File: src/rtl/serial_packet_router.sv
// Serial packet receiver/demultiplexer: start bit, port field, length field, payload and an
// optional even-parity bit, MSB first; payload bits are steered live to the addressed port.
module serial_packet_router #(
    parameter int PORT_BITS = 2,
    parameter int LEN_BITS  = 4,
    parameter int PARITY_EN = 0
) (
    input  logic                      clk,
    input  logic                      rst,
    input  logic                      clk_en,
    input  logic                      serin,
    output logic                      dout,
    output logic [(2**PORT_BITS)-1:0] dout_valid,
    output logic                      busy,
    output logic                      done,
    output logic                      parity_err
);

    localparam int NUM_PORTS = 2**PORT_BITS;
    localparam int FMAX      = (PORT_BITS > LEN_BITS) ? PORT_BITS : LEN_BITS;
    localparam int CW        = $clog2(FMAX + 1);

    typedef enum logic [2:0] {IDLE, PORT, LEN, DATA, PARITY} state_t;

    state_t               state_q, state_d;
    logic [PORT_BITS-1:0] port_q, port_d, port_shift;
    logic [LEN_BITS-1:0]  len_q, len_d, len_shift;
    logic [CW-1:0]        cnt_q, cnt_d;
    logic                 par_q, par_d;
    logic                 busy_q, done_q, done_d, perr_q, perr_d;

    assign port_shift = (port_q << 1) | PORT_BITS'(serin);
    assign len_shift  = (len_q << 1) | LEN_BITS'(serin);

    always_comb begin
        state_d = state_q;
        port_d  = port_q;
        len_d   = len_q;
        cnt_d   = cnt_q;
        par_d   = par_q;
        done_d  = 1'b0;
        perr_d  = 1'b0;
        if (clk_en) begin
            case (state_q)
                IDLE: begin
                    if (!serin) begin
                        state_d = PORT;
                        cnt_d   = '0;
                        par_d   = 1'b0;
                    end
                end
                PORT: begin
                    port_d = port_shift;
                    par_d  = par_q ^ serin;
                    if (cnt_q == CW'(PORT_BITS - 1)) begin
                        cnt_d   = '0;
                        state_d = LEN;
                    end else begin
                        cnt_d = cnt_q + CW'(1);
                    end
                end
                LEN: begin
                    len_d = len_shift;
                    par_d = par_q ^ serin;
                    if (cnt_q == CW'(LEN_BITS - 1)) begin
                        cnt_d = '0;
                        if (len_shift != '0) begin
                            state_d = DATA;
                        end else if (PARITY_EN != 0) begin
                            state_d = PARITY;
                        end else begin
                            state_d = IDLE;
                            done_d  = 1'b1;
                        end
                    end else begin
                        cnt_d = cnt_q + CW'(1);
                    end
                end
                DATA: begin
                    par_d = par_q ^ serin;
                    len_d = len_q - LEN_BITS'(1);
                    // len_q counts the bits still to come, including this one
                    if (len_q == LEN_BITS'(1)) begin
                        if (PARITY_EN != 0) begin
                            state_d = PARITY;
                        end else begin
                            state_d = IDLE;
                            done_d  = 1'b1;
                        end
                    end
                end
                PARITY: begin
                    state_d = IDLE;
                    done_d  = 1'b1;
                    perr_d  = par_q ^ serin;
                end
                default: state_d = IDLE;
            endcase
        end
    end

    always_ff @(posedge clk or posedge rst) begin
        if (rst) begin
            state_q <= IDLE;
            port_q  <= '0;
            len_q   <= '0;
            cnt_q   <= '0;
            par_q   <= 1'b0;
            busy_q  <= 1'b0;
            done_q  <= 1'b0;
            perr_q  <= 1'b0;
        end else begin
            state_q <= state_d;
            port_q  <= port_d;
            len_q   <= len_d;
            cnt_q   <= cnt_d;
            par_q   <= par_d;
            busy_q  <= (state_d != IDLE);
            done_q  <= done_d;
            perr_q  <= perr_d;
        end
    end

    assign dout       = serin;
    assign busy       = busy_q;
    assign done       = done_q;
    assign parity_err = perr_q;

    // Qualifier is combinational so the payload bit is routed in the same cycle it is sampled
    for (genvar gi = 0; gi < NUM_PORTS; gi++) begin : g_valid
        assign dout_valid[gi] = clk_en && (state_q == DATA) && (port_q == PORT_BITS'(gi));
    end

endmodule
File: config.mk
export PLATFORM = sky130hd
export DESIGN_NAME = serial_packet_router
export DESIGN_NICKNAME = d
export VERILOG_FILES = /design/src/rtl/serial_packet_router.sv
export SDC_FILE = /design/constraint.sdc
export NUM_CORES = 1
export LEC_CHECK = 0
export CAP_MARGIN = 10
export CORE_MARGIN = 4
export CORE_UTILIZATION = 54
export CTS_BUF_LIST = sky130_fd_sc_hd__clkbuf_16
export CTS_CLUSTER_DIAMETER = 120
export DETAILED_ROUTE_END_ITERATION = 16
export PLACE_DENSITY = 0.77
export SLEW_MARGIN = 10
export SYNTH_ARGS = -nofsm -noshare
export SYNTH_HDL_FRONTEND = slang
export SYNTH_SLANG_ARGS = --single-unit
File: constraint.sdc
create_clock -name clk -period 1.84 [get_ports clk]
set_input_delay 0.368 -clock clk [delete_from_list [all_inputs] [get_ports clk]]
set_output_delay 0.368 -clock clk [all_outputs]
set_load 0.03 [all_outputs]
==> flow_summary.json <==
{
  "drtAntennaViolNets": 0,
  "comb_power_share_pct": 49.3,
  "fin_skew_ns": 0.00351,
  "swShare_pct": 41.5,
  "globalplace.congestion": 0.827,
  "cts_tree": "built",
  "overflow": 0,
  "die_h_um": 52.5,
  "drc": 0,
  "fin_crit_sh_pct": 96.5,
  "rsz0062_at_grt": "no",
  "ys_seq_area_share_pct": 37.4,
  "clkTransAtPathRegs_ns": 0.05,
  "antenna_found_initial": 0,
  "dp_slack_ns": -0.0173,
  "cts_buffers": 3,
  "p_int_mw": 1.23,
  "powerDensity_nw_per_um2": 1540,
  "outcome": "finished clean",
  "path_max_fanout": 6,
  "cts_num_sinks": 16,
  "first_global_vias": 891,
  "synth_cells": 119,
  "dr.first_iter.drc_count": 28,
  "drv_slew": 0,
  "cts_root_buf": "clkbuf_16",
  "nFillCells": 134,
  "portBuffers": 11,
  "async_flop_share_pct": 100,
  "power.switching_mw": 0.876,
  "synth.most_common_cell": "dfrtp_1",
  "final-hold-violation-count": 0,
  "peakVddDrop_mv": 0.958,
  "drt-total-wl_um": 2580,
  "syn_area_um2": 1070,
  "post-route-util_pct": 76.2,
  "drt-vias-per-instance": 5.81,
  "fmax_ghz": 0.563,
  "syn-num-nets": 130,
  "grt_pass1_wl_um": 4090,
  "power_frac_seq_pct": 30.6,
  "netlist.area_leader.share_pct": 37.4,
  "die_area_um2": 2760,
  "htreeDepth": 1,
  "drv_cap": 0,
  "syn-mean-instance-area_um2": 9.00,
  "fin_nets": 153,
  "setup-violations-final": 0,
  "start_util_pct": 59.4,
  "cts_buffer_depth": 2,
  "synth_area_leaders": "dfrtp_1, ha_1, nor2_1",
  "track_usage_pct": 20.6,
  "tightest_slew_ns": 0.624,
  "drt_first_pass_iters": 4,
  "ys_ff_latch": 16,
  "synth_top_cell_by_area": "dfrtp_1",
  "numPlacedInstances": 157,
  "synth_top_flop_cell": "dfrtp_1",
  "ctsHoldBuffers": 0,
  "grt_max_degree": 17,
  "die_x_um": 52.5,
  "p_leak_nw": 0.650,
  "crit_path_end_kind": "primary output",
  "fin_area_um2": 1370,
  "relSlewSlack_pct": 58.4,
  "clk_latency_ns": 0.25,
  "synth_edf_count": 0,
  "ys_warn_count": 0,
  "stdcell_count": 166,
  "drive_gt1_share_pct": 27.7,
  "period_minus_slack_ns": 1.78,
  "fin_ws_ns": 0.0649,
  "synth_cell_types": 38,
  "placedInstanceArea_um2": 1210,
  "std_cell_rows": 15,
  "hp-class": "input pin to async pin",
  "clock_power_share_pct": 20.0,
  "wl_per_cell_um": 15.5,
  "syn_to_final_growth_pct": 28.2,
  "timing.hold.ws_ns": 0.507,
  "ioPinCount": 12,
  "antenna_cells": 0,
  "ys_top_cells_by_count": "dfrtp_1, nor2_1, inv_1",
  "cp.arrival_ns": 1.41,
  "coreArea_um2": 1800,
  "critical_path_class": "register to primary output",
  "place_hpwl_um": 1620,
  "cp.required_ns": 1.47,
  "startpoint_type": "register",
  "vias": 964
}
[cells in the final DEF, fill, tap and decap left out, types with 2 or more instances in the layout]
master           netlist  routed
a21oi_1                7       7
buf_4                  3      18
clkbuf_16              0       3
clkdlybuf4s50_1        0       5
dfrtp_1               16      14
dfrtp_2                0       2
ha_1                   7       7
inv_1                 10      10
inv_2                  2       2
nand2_1                9       9
nand2_2                2       2
nand2b_1               4       3
nand2b_4               1       2
nor2_1                12      12
nor3_1                 4       4
nor3b_1                2       2
nor4_2                 1       4
o21ai_0                4       4
o21ai_1                3       3
o22a_1                 3       3
o22ai_1                4       4
[layer usage]
layer / GRT usage [%] / vias to the layer above / wire length [µm] / part of all wire, %
met5: 0 / - / 0 / 0
met4: 11.5 / 0 / 108 / 4.2
met3: 4.27 / 13 / 122 / 4.7
met2: 34.9 / 42 / 1290 / 50
met1: 23.8 / 451 / 1060 / 41
li1: - / 458 / - / -
[metrics by stage]
stage                     power, mW  TNS (ns)
after floorplan                1.32    -0.718
after global placement         1.47         0
after detailed placement       1.50   -0.0395
after CTS                      1.98         0
after global routing           2.25         0
final                          2.11         0
[registers in the layout, summed over array words and instances, names as in the netlist]
signal      count
parity_err      1
done            1
cnt_q           3
par_q           1
port_q          2
len_q           4
state_q         3
busy            1
[power by group through the flow]
stage / Combinational [mW] / Clock, mW / Sequential (mW)
finish: 1.04 / 0.423 / 0.647
global route: 1.14 / 0.447 / 0.669
CTS: 0.897 / 0.431 / 0.654
detailed placement: 0.861 / 0 / 0.643
global placement: 0.836 / 0 / 0.638
floorplan: 0.716 / 0 / 0.603
[cell type report]
cell class | count | area [µm²] | area share (%)
multi-input combinational | 85 | 617 | 44.9
timing repair buffer | 24 | 198 | 14.4
clock inverter | 1 | 3.75 | 0.273
sequential | 16 | 403 | 29.4
inverter | 12 | 45.0 | 3.28
tap | 25 | 31.3 | 2.28
clock buffer | 3 | 75.1 | 5.47
[final timing paths]
check                                            end  slack [ns]                 start  cells after the start
worst max-delay path                   dout_valid[2]        0.06  state_q[1]$_DFF_PP0_                      3
worst min-delay path                  busy$_DFF_PP0_        0.51                   rst                      2
worst max register to register        busy$_DFF_PP0_        0.21  len_q[1]$_DFFE_PP0P_                      6
worst min register to register  parity_err$_DFF_PP0_        0.53  state_q[0]$_DFF_PP0_                      1
max in group asynchronous       state_q[0]$_DFF_PP0_        0.89                   rst                      2
min in group clk                parity_err$_DFF_PP0_        0.53  state_q[0]$_DFF_PP0_                      1
[logic make-up (layout without fill, tap and decap cells)]
family | count (synthesis) | in the layout | synth area share, %
compound gates | 29 | 29 | 18.2
xor+xnor | 1 | 1 | 0.818
simple gates | 47 | 47 | 25.5
buf+inv | 18 | 40 | 8.88
mux | 1 | 1 | 1.05
fa+ha+maj | 7 | 7 | 8.18
flops | 16 | 16 | 37.4
[worst max-delay path, cell delays in order, from the launching register on]
cell and delay (ns):
dfrtp_2 0.43, nand2_2 0.17, nor4_2 0.33, buf_4 0.22
[repair_timing]
action                     in CTS  in global routing
buffers inserted                0                  5
setup endpoints to repair       4                  4
resized for setup               6                  4
pin swaps                       1                  0
(Power assumes the default switching activity.)
